File: config.mk
export PLATFORM = sky130hd
export DESIGN_NAME = uart_tx_96_flat
export DESIGN_NICKNAME = d
export VERILOG_FILES = /design/src/rtl/uart_pkg.sv /design/src/rtl/uart_tx_96_if.sv /design/src/rtl/uart_baud_counter.sv /design/src/rtl/uart_tx_96.sv /design/src/flat_wrapper.sv
export SDC_FILE = /design/constraint.sdc
export NUM_CORES = 1
export LEC_CHECK = 0
export CAP_MARGIN = 20
export CORE_MARGIN = 2
export CORE_UTILIZATION = 50
export CTS_BUF_LIST = sky130_fd_sc_hd__clkbuf_16
export CTS_CLUSTER_DIAMETER = 60
export DETAILED_ROUTE_END_ITERATION = 6
export GPL_ROUTABILITY_DRIVEN = 0
export PLACE_DENSITY_LB_ADDON = 0.15
export SYNTH_ARGS = -nofsm -noshare
export SYNTH_HDL_FRONTEND = slang
export SYNTH_SLANG_ARGS = --single-unit
File: constraint.sdc
create_clock -name clk -period 2.92 [get_ports clk]
set_clock_uncertainty 0.2 [all_clocks]
set_input_delay 0.438 -clock clk [delete_from_list [all_inputs] [get_ports clk]]
set_output_delay 0.438 -clock clk [all_outputs]
set_load 0.01 [all_outputs]
File: src/rtl/uart_pkg.sv
// Shared types and constants for the 96-bit UART transmitter slice.
// Latency: n/a (declarations only).
// Backpressure: n/a (declarations only).
package uart_pkg;

  typedef enum logic [1:0] {
    IDLE,
    START_BIT,
    DATA_BITS,
    STOP_BIT
  } uart_tx_state_t;

  localparam int UART_NUM_BYTES       = 12;
  localparam int UART_PAYLOAD_W       = 96;
  localparam int DEFAULT_CLKS_PER_BIT = 868;

endpackage

File: src/rtl/uart_tx_96_if.sv
// Handshake/payload bundle between the pulse generator and the UART transmitter.
// Latency: n/a (wires only).
// Backpressure: none; start is a strobe and busy tells the producer it will be ignored.
// Signals: start (strobe), data (96-bit payload), tx (serial line), busy, done (pulse).
interface uart_tx_96_if;
  import uart_pkg::*;

  logic                      start;
  logic [UART_PAYLOAD_W-1:0] data;
  logic                      tx;
  logic                      busy;
  logic                      done;

  // master: the producer side that strobes start and watches status
  modport master (output start, data, input tx, busy, done);
  // slave: the transmitter
  modport slave  (input start, data, output tx, busy, done);

endinterface

File: src/rtl/uart_baud_counter.sv
// Bit-period timer: counts 0..CLKS_PER_BIT-1 and flags the terminal count.
// Latency: tick is combinational from the count register.
// Backpressure: none; clear restarts the period from 0 on the next cycle.
// Ports: clk, rst (sync, active-high), clear (restart period), tick (last cycle of period).
module uart_baud_counter
  import uart_pkg::*;
#(
  parameter int CLKS_PER_BIT = DEFAULT_CLKS_PER_BIT
) (
  input  logic clk,
  input  logic rst,
  input  logic clear,
  output logic tick
);

  localparam int               CNT_W = $clog2(CLKS_PER_BIT);
  localparam logic [CNT_W-1:0] LAST  = CNT_W'(CLKS_PER_BIT - 1);

  logic [CNT_W-1:0] cnt_q;

  always_ff @(posedge clk) begin
    if (rst || clear) begin
      cnt_q <= '0;
    end else if (cnt_q == LAST) begin
      cnt_q <= '0;
    end else begin
      cnt_q <= cnt_q + CNT_W'(1);
    end
  end

  // Must not depend on clear: clear is derived from the state change this tick causes.
  assign tick = (cnt_q == LAST);

endmodule

File: src/rtl/uart_tx_96.sv
// Sends a 96-bit payload as 12 back-to-back 8N1 frames, byte 0 (data[7:0]) first, LSB first.
// Latency: tx falls one cycle after start is accepted; done pulses 120*CLKS_PER_BIT+1 cycles after accept.
// Backpressure: start is ignored while busy; a start in the done cycle is accepted.
// Ports: clk, rst (sync, active-high), bus (slave: start, data in; tx, busy, done out).
module uart_tx_96
  import uart_pkg::*;
#(
  parameter int CLKS_PER_BIT = DEFAULT_CLKS_PER_BIT,
  parameter int NUM_BYTES    = UART_NUM_BYTES
) (
  input  logic         clk,
  input  logic         rst,
  uart_tx_96_if.slave  bus
);

  localparam logic [3:0] LAST_BYTE = 4'(NUM_BYTES - 1);

  uart_tx_state_t            state_q, state_d;
  logic [3:0]                byte_cnt_q, byte_cnt_d;
  logic [2:0]                bit_cnt_q, bit_cnt_d;
  logic [UART_PAYLOAD_W-1:0] shreg_q, shreg_d;
  logic                      fin_q, fin_d;
  logic                      tx_q, tx_d;
  logic                      busy_q;
  logic                      done_q;
  logic                      tick;
  logic                      baud_clear;

  // Counter sits at 0 while idle and restarts on every state change, so each
  // state owns exactly one full bit period.
  assign baud_clear = (state_q == IDLE) || (state_d != state_q);

  uart_baud_counter #(
    .CLKS_PER_BIT (CLKS_PER_BIT)
  ) u_baud (
    .clk   (clk),
    .rst   (rst),
    .clear (baud_clear),
    .tick  (tick)
  );

  always_comb begin
    state_d    = state_q;
    byte_cnt_d = byte_cnt_q;
    bit_cnt_d  = bit_cnt_q;
    shreg_d    = shreg_q;
    fin_d      = 1'b0;
    tx_d       = 1'b1;
    case (state_q)
      IDLE: begin
        if (bus.start) begin
          state_d    = START_BIT;
          shreg_d    = bus.data;
          byte_cnt_d = '0;
          bit_cnt_d  = '0;
        end
      end
      START_BIT: begin
        tx_d = 1'b0;
        if (tick) begin
          state_d   = DATA_BITS;
          bit_cnt_d = '0;
        end
      end
      DATA_BITS: begin
        // Current byte always lives in the low 8 bits of the shift register.
        tx_d = shreg_q[bit_cnt_q];
        if (tick) begin
          if (bit_cnt_q == 3'd7) begin
            state_d = STOP_BIT;
          end else begin
            bit_cnt_d = bit_cnt_q + 3'd1;
          end
        end
      end
      STOP_BIT: begin
        if (tick) begin
          if (byte_cnt_q == LAST_BYTE) begin
            state_d = IDLE;
            fin_d   = 1'b1;
          end else begin
            state_d    = START_BIT;
            byte_cnt_d = byte_cnt_q + 4'd1;
            shreg_d    = shreg_q >> 8;
          end
        end
      end
      default: begin
        state_d = IDLE;
      end
    endcase
  end

  // Outputs are registered from the current state, so the line lags the FSM by
  // one cycle; fin_q carries the completion into the same delayed timeline so
  // done and the busy fall land on the edge after the last stop bit ends.
  always_ff @(posedge clk) begin
    if (rst) begin
      state_q    <= IDLE;
      byte_cnt_q <= '0;
      bit_cnt_q  <= '0;
      shreg_q    <= '0;
      fin_q      <= 1'b0;
      tx_q       <= 1'b1;
      busy_q     <= 1'b0;
      done_q     <= 1'b0;
    end else begin
      state_q    <= state_d;
      byte_cnt_q <= byte_cnt_d;
      bit_cnt_q  <= bit_cnt_d;
      shreg_q    <= shreg_d;
      fin_q      <= fin_d;
      tx_q       <= tx_d;
      busy_q     <= (state_q != IDLE);
      done_q     <= fin_q;
    end
  end

  assign bus.tx   = tx_q;
  assign bus.busy = busy_q;
  assign bus.done = done_q;

endmodule

File: src/flat_wrapper.sv
// flat-port wrapper written by rule: the top's interface ports become plain ports
module uart_tx_96_flat import uart_pkg::*;
#(
  parameter int CLKS_PER_BIT = DEFAULT_CLKS_PER_BIT,
  parameter int NUM_BYTES    = UART_NUM_BYTES
)
  (clk, rst, bus_start, bus_data, bus_tx, bus_busy, bus_done);
  uart_tx_96_if bus_i ();
  input  logic clk;
  input  logic rst;
  input wire logic [$bits(bus_i.start)-1:0] bus_start;
  input wire logic [$bits(bus_i.data)-1:0] bus_data;
  output wire logic [$bits(bus_i.tx)-1:0] bus_tx;
  output wire logic [$bits(bus_i.busy)-1:0] bus_busy;
  output wire logic [$bits(bus_i.done)-1:0] bus_done;
  assign bus_i.start = bus_start;
  assign bus_i.data = bus_data;
  assign bus_tx = bus_i.tx;
  assign bus_busy = bus_i.busy;
  assign bus_done = bus_i.done;
  uart_tx_96 #(.CLKS_PER_BIT(CLKS_PER_BIT), .NUM_BYTES(NUM_BYTES)) u_core (.clk(clk), .rst(rst), .bus(bus_i));
endmodule
==> impl_metrics.tcl <==
set metrics [dict create \
    status "completed" \
    p_clk_frac 0.462 \
    cts_resized 0 \
    firstDrtPassIters 5 \
    synth-edff-count 0 \
    p_int_w 0.00325 \
    rows 39 \
    synth-seq-cells 119 \
    ant_nets 0 \
    drive_gt1_frac 0.206 \
    drt_iter0_drc 304 \
    worst-path-stages 6 \
    fin_nets 720 \
    drc_errors 0 \
    p_leak_nw 3.11 \
    clk_path_buf_depth 2 \
    async_reset_ff_frac 0 \
    initial_core_util 0.508 \
    crit_required_ns 3.05 \
    post-cts-setup-buffer-count 0 \
    clkTransAtPathRegs_ns 0.06 \
    cp.buffers_inverters 1 \
    p_sw_w 0.00107 \
    die_w_um 111 \
    wirelength_mm 13.8 \
    slowest_delay_ns 0.61 \
    rsz0062_at_grt "no" \
    synth_fp_nets 644 \
    ys_types 40 \
    peakVddDrop_v 0.000472 \
    hp-class "reg -> reg" \
    finalHoldViolCount 0 \
    core-area_mm2 0.0113 \
    worstSetupStartpointType "flip-flop" \
    crit_type "reg -> reg" \
    path_cells "ha_1 > nor4b_4 > and4_4 > buf_12 > nor3_1 > a211oi_2" \
    critPathArrivalTime_ns 2.59 \
    slowest_stage "and4_4" \
    vias 4473 \
    final_core_util 0.655 \
    grt_pass1_vias 4640 \
    fin_crit_ns 2.46 \
    powerDensity_mw_per_mm2 582 \
    fp.dieH_um 111 \
    maxSlewViolCount 0 \
    multiInputGateArea_mm2 0.00312 \
    antenna_found_initial 0 \
    cts_root_buffer "clkbuf_16" \
    grt_max_degree 61 \
    grt-ovfl-total 0 \
    wl_per_cell_um 17.8 \
    tightest_slew_ns 0.644 \
    hold_depth 1 \
    clock-sinks 119 \
    gr-usage-all-layers 0.233 \
    portBuffers 101 \
    power.total_w 0.00431 \
    critical-path-top-delay-family "simple AND/OR/NAND/NOR gates" \
    seq_area_frac_synth 0.414 \
    hold_buffers 0 \
    grt_pass1_wl_mm 23.1 \
    r2r_cells 6 \
    maxCapViolations 0 \
    finalCritPeriodShare 0.842 \
    switching_share 0.247 \
    num_antenna_cells 0 \
    fill_cells 919 \
    regArea_mm2 0.00238 \
    ys.flop_type "dfxtp_1" \
    die_area_mm2 0.0124 \
    synth_cells 541 \
    syn_area_mm2 0.00575 \
    slew_headroom 0.571 \
    via_per_inst 5.79 \
    crit_fanout 35 \
    worst_skew_pair.late_latency_ns 0.42 \
    setup_violations 0 \
    pwr-share-comb 0.123 \
    ctsHtreeMaxLevel 4 \
    max_freq_mhz 407 \
    tns_ns 0 \
    ys.warnings.count 0 \
    hold_slack_ns 0.242 \
    power_frac_seq 0.415 \
    area_growth_syn_to_layout_pct 29.0 \
    post_synth.cell_area_avg_um2 10.6 \
    numCtsBuffers 17 \
    dp_hpwl_mm 8.89 \
    end_kind "flip-flop" \
    cts_tree "done" \
    top_level_ports 102 \
]
## final timing paths
check | startpoint | endpoint | slack, ns
worst max-delay path | u_core.u_baud.cnt_q[0] | u_core.shreg_q[69] | 0.46
worst min-delay path | u_core.fin_q | u_core.bus.done | 0.24
worst max register to register | u_core.u_baud.cnt_q[0] | u_core.shreg_q[69] | 0.46
worst min register to register | u_core.fin_q | u_core.bus.done | 0.24
## flip-flops by register name (all words and copies together), names as in the netlist
register	flops
u_core.shreg_q	96
u_core.u_baud.cnt_q	10
u_core.byte_cnt_q	4
u_core.bit_cnt_q	3
u_core.state_q	2
u_core.bus.busy	1
u_core.bus.done	1
u_core.bus.tx	1
u_core.fin_q	1
## synthesized netlist by cell type (all sizes together), types with 2 or more instances
cell    number  area share
buf         21       0.024
nand4        5      0.0065
a22o         8       0.012
a21oi        3      0.0026
a211oi      91        0.19
xnor2        6      0.0091
inv          2      0.0013
ha           4      0.0087
nor2b        5      0.0054
nand2       14      0.0091
and3         2      0.0022
or3          2      0.0022
xor2         2      0.0030
nor2        17       0.011
mux2i       92        0.16
o21ai        3      0.0026
mux4         2      0.0078
nand3        7      0.0061
nor3        93       0.082
dfxtp      119        0.41
clkbuf      31       0.022
## routing by layer
| layer | global-route usage | part of all wire |
|---|---|---|
| met4 | 0.0823 | 0.012 |
| met2 | 0.381 | 0.49 |
| met1 | 0.294 | 0.46 |
| met3 | 0.0667 | 0.043 |
| met5 | 0 | 0 |
## placed cells by master, fill, tap and decap left out, types with 6 or more instances in the layout
master and instances:
clkinvlp_4 6, nand2_1 12, nor2_1 17, nand3_1 7
dfxtp_1 119, xnor2_1 6, clkbuf_16 17, a211oi_1 11
nor3_1 92, clkdlybuf4s50_1 100, mux2i_1 92, a211oi_2 80
a22o_1 8, buf_12 8
## power by group through the flow
stage               sequential [W]  combinational (W)  clock, W
global route               0.00180           0.000573   0.00209
global placement           0.00182           0.000515         0
detailed placement         0.00182           0.000530         0
CTS                        0.00179           0.000534   0.00202
finish                     0.00179           0.000529   0.00200
floorplan                  0.00180           0.000330         0
## final cells by class
class	count	share of cell area
clock inverters	15	0.0186
clock buffers	17	0.0574
multi-input cells	368	0.420
well taps	143	0.0241
flip-flops and latches	119	0.321
inverters	2	0.00101
repair buffers	109	0.158
## cell families after synthesis
logic type      after synthesis  synth area share
mux                          95             0.170
simple gates                154             0.139
fa+ha+maj                     4           0.00871
buf+inv                      54            0.0470
compound gates              107             0.209
xor+xnor                      8            0.0122
flops                       119             0.414
## through the flow
| stage | worst slack [ns] | cells | instance area, µm² |
|---|---|---|---|
| 2_1_floorplan | 0.885 | 541 | 5750 |
| 3_3_place_gp | 0.561 | 741 | 6850 |
| 5_1_grt | 0.325 | 773 | 7420 |
| 6_report | 0.462 | 773 | 7420 |
| 3_5_place_dp | 0.485 | 741 | 6850 |
| 4_1_cts | 0.458 | 773 | 7420 |
No activity file was read; power rests on OpenSTA's default activity.
